===== config.mk =====
export PLATFORM = sky130hd
export DESIGN_NAME = datapath_sequencer
export DESIGN_NICKNAME = d
export VERILOG_FILES = /design/src/rtl/datapath_sequencer.sv
export SDC_FILE = /design/constraint.sdc
export NUM_CORES = 1
export LEC_CHECK = 0
export ABC_AREA = 0
export CORE_ASPECT_RATIO = 0.7
export CORE_MARGIN = 2
export CORE_UTILIZATION = 47
export DETAILED_ROUTE_END_ITERATION = 6
export PLACE_DENSITY = 0.91
export SYNTH_ARGS = -nofsm -noshare
export SYNTH_HDL_FRONTEND = slang
export SYNTH_SLANG_ARGS = --single-unit

===== constraint.sdc =====
create_clock -name clk -period 3.4 [get_ports clk]
set_input_delay 0.68 -clock clk [delete_from_list [all_inputs] [get_ports clk]]
set_output_delay 0.68 -clock clk [all_outputs]
set_load 0.05 [all_outputs]

===== src/rtl/datapath_sequencer.sv =====
// datapath_sequencer: multi-cycle controller for the 4-bit register-file /
// ALU / shifter datapath. One instruction per valid/ready handshake; drives
// register addresses, write enable, function selects and write-back mux.
// Optional feature macro: SEQ_SKIP_EN (kind 11 becomes a flag-conditional
// SKIP of the next instruction; when undefined kind 11 is a NOP).
module datapath_sequencer #(
  parameter int IW = 18,
  parameter int AW = 2
) (
  input  logic          clk,
  input  logic          rst_n,
  input  logic [IW-1:0] instr,
  input  logic          instr_valid,
  output logic          instr_ready,
  output logic [AW-1:0] a1,
  output logic [AW-1:0] a2,
  output logic [AW-1:0] a3,
  output logic          we,
  output logic          wsel,
  output logic [3:0]    alu_sel,
  output logic [2:0]    shf_sel,
  input  logic [3:0]    alu_flags,
  output logic [3:0]    flags,
  output logic          out_valid,
  input  logic          out_ready,
  output logic          busy
);

  typedef enum logic [1:0] {IDLE, EXEC, REPEAT, STORE} state_t;

  localparam logic [1:0] K_ALU   = 2'b00;
  localparam logic [1:0] K_LOAD  = 2'b01;
  localparam logic [1:0] K_STORE = 2'b10;
  localparam logic [1:0] K_NOP   = 2'b11;

  // Field map of the instruction word, msb first.
  typedef struct packed {
    logic [1:0]    kind;
    logic [AW-1:0] rd;
    logic [AW-1:0] ra;
    logic [AW-1:0] rb;
    logic [3:0]    alu;
    logic [2:0]    shf;
    logic [1:0]    rep;
    logic          fwe;
  } instr_t;

  state_t     state;
  instr_t     ir;
  logic [1:0] cnt;
  logic [3:0] flags_q;
  logic       hs;
  logic       skip_act;   // current EXEC cycle is a suppressed instruction

  assign hs = instr_valid & instr_ready;

`ifdef SEQ_SKIP_EN
  logic skip_pend;

  assign skip_act = skip_pend;

  // Skip flag: set by a taken SKIP, consumed by the next instruction's EXEC.
  always_ff @(posedge clk or negedge rst_n) begin
    if (!rst_n) begin
      skip_pend <= 1'b0;
    end else if (state == EXEC) begin
      if (skip_pend)
        skip_pend <= 1'b0;
      else if (ir.kind == K_NOP && flags_q[~ir.rb])
        skip_pend <= 1'b1;   // rb 00..11 selects z,s,v,c = flags[3..0]
    end
  end
`else
  assign skip_act = 1'b0;
`endif

  // Sequencer FSM: instruction latch, repeat counter and flag register.
  always_ff @(posedge clk or negedge rst_n) begin
    if (!rst_n) begin
      state   <= IDLE;
      ir      <= '0;
      cnt     <= '0;
      flags_q <= '0;
    end else begin
      case (state)
        IDLE: begin
          if (hs) begin
            ir    <= instr;
            state <= EXEC;
          end
        end
        EXEC: begin
          state <= IDLE;
          if (!skip_act) begin
            case (ir.kind)
              K_ALU: begin
                if (ir.fwe) flags_q <= alu_flags;
                cnt <= ir.rep;
                if (ir.rep != 2'd0) state <= REPEAT;
              end
              K_STORE: state <= STORE;
              default: ;   // LOAD and NOP finish in one cycle
            endcase
          end
        end
        REPEAT: begin
          // Extra shift passes re-read rd; flags stay untouched here.
          cnt <= cnt - 2'd1;
          if (cnt == 2'd1) state <= IDLE;
        end
        STORE: begin
          if (out_ready) state <= IDLE;
        end
        default: state <= IDLE;
      endcase
    end
  end

  // Datapath controls decoded from state and the latched instruction.
  always_comb begin
    a1        = '0;
    a2        = '0;
    a3        = '0;
    we        = 1'b0;
    wsel      = 1'b0;
    alu_sel   = 4'b0000;
    shf_sel   = 3'b000;
    out_valid = 1'b0;
    case (state)
      EXEC: begin
        if (!skip_act) begin
          case (ir.kind)
            K_ALU: begin
              a1      = ir.ra;
              a2      = ir.rb;
              alu_sel = ir.alu;
              shf_sel = ir.shf;
              a3      = ir.rd;
              we      = 1'b1;
            end
            K_LOAD: begin
              a3   = ir.rd;
              we   = 1'b1;
              wsel = 1'b1;
            end
            default: ;
          endcase
        end
      end
      REPEAT: begin
        a1      = ir.rd;   // feed back the value written on the previous edge
        shf_sel = ir.shf;
        a3      = ir.rd;
        we      = 1'b1;
      end
      STORE: begin
        a1        = ir.ra;   // transfer ra straight through to the output
        out_valid = 1'b1;
      end
      default: ;
    endcase
  end

  assign instr_ready = (state == IDLE);
  assign busy        = (state != IDLE);
  assign flags       = flags_q;

endmodule


==> results_dict.tcl <==
set metrics [dict create \
    die_h_um 48.0 \
    seq_area_um2 651 \
    die-area_um2 3200 \
    track_usage 0.204 \
    critical-path-max-stage-delay_ns 0.80 \
    synth-seq-cells 26 \
    drt_iter0_markers 65 \
    diodes 0 \
    post_dp_cell_area_um2 1790 \
    required_ns 2.72 \
    grt_max_degree 27 \
    cp-start-kind "flop" \
    skew_ns 0.00318 \
    num_vias 997 \
    final_cell_area_um2 1860 \
    hpwlAfterDp_um 2260 \
    io_pins 48 \
    multiInputGateArea_um2 573 \
    crit_path_top_delay_cell "clkdlybuf4s50_1" \
    syn-num-nets 142 \
    finalSetupViolCount 0 \
    cp_max_fo 12 \
    wirelength_um 3020 \
    cts_buffers 3 \
    antenna_found_initial 0 \
    syn_area_um2 1300 \
    tightest_slew_ns 0.533 \
    ys.flop_type "dfrtp_1" \
    ctsResizeCount 0 \
    final_common_cell "clkdlybuf4s50_1" \
    holdBufCountCts 0 \
    initial_core_util 0.512 \
    cts_root_buffer "clkbuf_8" \
    cts_tree "built" \
    synth_enable_flop_cells 0 \
    grt-ovfl-total 0 \
    n_fill_cell 162 \
    wl_per_cell_um 15.6 \
    status "finished, final reports clean" \
    grt_pass1_wl_um 4570 \
    drv_cap 0 \
    row_count 15 \
    coreArea_um2 2530 \
    clk_path_buf_depth 2 \
    path_cells "inv_1, ha_1, nor3b_2, buf_4, and2_1, clkdlybuf4s50_1" \
    io_buffers 47 \
    finalWeightedCongestion 0.759 \
    die_w_um 66.8 \
    rsz0062_at_grt "no" \
    cp-end-kind "output port" \
    peakVddDrop_mv 0.641 \
    ys_warn_count 0 \
    clock_sinks 26 \
    hold_viol_final 0 \
    final_cell_mix "clkdlybuf4s50_1, dfrtp_1, mux2_2" \
    viasPerCell 5.14 \
    synth_cell_types 23 \
    area_growth_pct 43.6 \
    p_per_area_nw_per_um2 983 \
    grt_pass1_vias 951 \
    fmax_mhz 323 \
    synth-seq-area-share 0.501 \
    p_leak_nw 0.837 \
    path_class "reg2out" \
    relSlewSlack 0.641 \
    slew_viol_final 0 \
    cp_data_arrival_time_ns 2.42 \
    cts_max_level 1 \
    drc 0 \
    synth_cells 110 \
    drive_gt1_frac 0.238 \
    clock_latency_ns 0.28 \
    hp-class "reg2reg" \
    async_flop_share 1.00 \
    post-route-period-util 0.912 \
    post_cts_buffers 0 \
    layout.nets 193 \
    drt-pass1-iter-count 4 \
    clk_pin_slew_ns 0.09 \
    syn_area_per_cell_um2 11.8 \
    antenna_left 0 \
    post-route-min-period_ns 3.10 \
    final.setup.tns_ns 0 \
]
final cells by class:
class                   instances  share of cell area
clock buffers                   3              0.0222
clock inverters                 1              0.0161
inverters                      14              0.0282
multi-input cells              67               0.308
flip-flops and latches         26               0.349
well taps                      34              0.0228
repair buffers                 49               0.254
metrics by stage:
stage                     instances  hold slack, ns  power, W   util  worst slack, ns
after floorplan                 110           0.384   0.00126      -            0.716
after detailed placement        190           0.485   0.00157  0.707            0.640
final                           194           0.502   0.00183  0.735            0.300
after global placement          190           0.478   0.00153  0.707            0.723
after CTS                       194           0.507   0.00184  0.735            0.308
after global routing            194           0.519   0.00193  0.735            0.186
Yosys cell counts, types with 2 or more instances:
| cell type | count | area (um2) |
|---|---|---|
| dfrtp_1 | 26 | 651 |
| mux2_2 | 22 | 248 |
| inv_1 | 14 | 52.6 |
| and2_1 | 7 | 43.8 |
| nor2_1 | 7 | 26.3 |
| ha_1 | 6 | 75.1 |
| o21ai_0 | 5 | 25.0 |
| mux2i_1 | 4 | 40.0 |
| nand2_1 | 3 | 11.3 |
| a21oi_1 | 2 | 10.0 |
| buf_2 | 2 | 10.0 |
critical path: cells and delay by family, from the launching register on:
family,cells,cell delay [ns]
flip-flops,1,0.42
adder cells (fa/ha/maj),1,0.26
AND/OR/NAND/NOR,2,0.34
buffers and inverters,3,1.13
path summary, 6_finish.rpt:
path | start | end | slack [ns] | cells past startpoint
max in group asynchronous | rst_n | flags[1] | 2.37 | 2
setup reg to reg | state[1] | flags[1] | 1.54 | 6
hold / removal | ir[9] | ir[9] | 0.50 | 1
setup / recovery | state[1] | a2[0] | 0.30 | 6
min in group asynchronous | rst_n | cnt[1] | 0.78 | 2
hold reg to reg | ir[9] | ir[9] | 0.50 | 1
report_power, final:
| group | switching [W] | internal, W |
|---|---|---|
| registers | 0.000113 | 0.000462 |
| clock network | 0.000106 | 0.000158 |
| logic | 0.000581 | 0.000413 |
| total | 0.000800 | 0.00103 |
registers in the layout (all words and copies together) (netlist names):
| name | count |
|---|---|
| cnt | 2 |
| flags | 4 |
| state | 2 |
| ir | 18 |
kinds of logic after synthesis:
| family | share of synthesized area |
|---|---|
| multiplexers | 0.222 |
| flip-flops | 0.501 |
| AND/OR/NAND/NOR | 0.101 |
| buffers and inverters | 0.0569 |
| AO/OA/AOI/OAI | 0.0608 |
| adder cells (fa/ha/maj) | 0.0579 |
per-layer routing:
metal | up-vias | track usage | wire (um)
li1 | 472 | - | -
met4 | 0 | 0.106 | 60
met1 | 472 | 0.248 | 1310
met3 | 6 | 0.0565 | 218
met5 | - | 0 | 0
met2 | 47 | 0.344 | 1430
(Power assumes the default switching activity.)
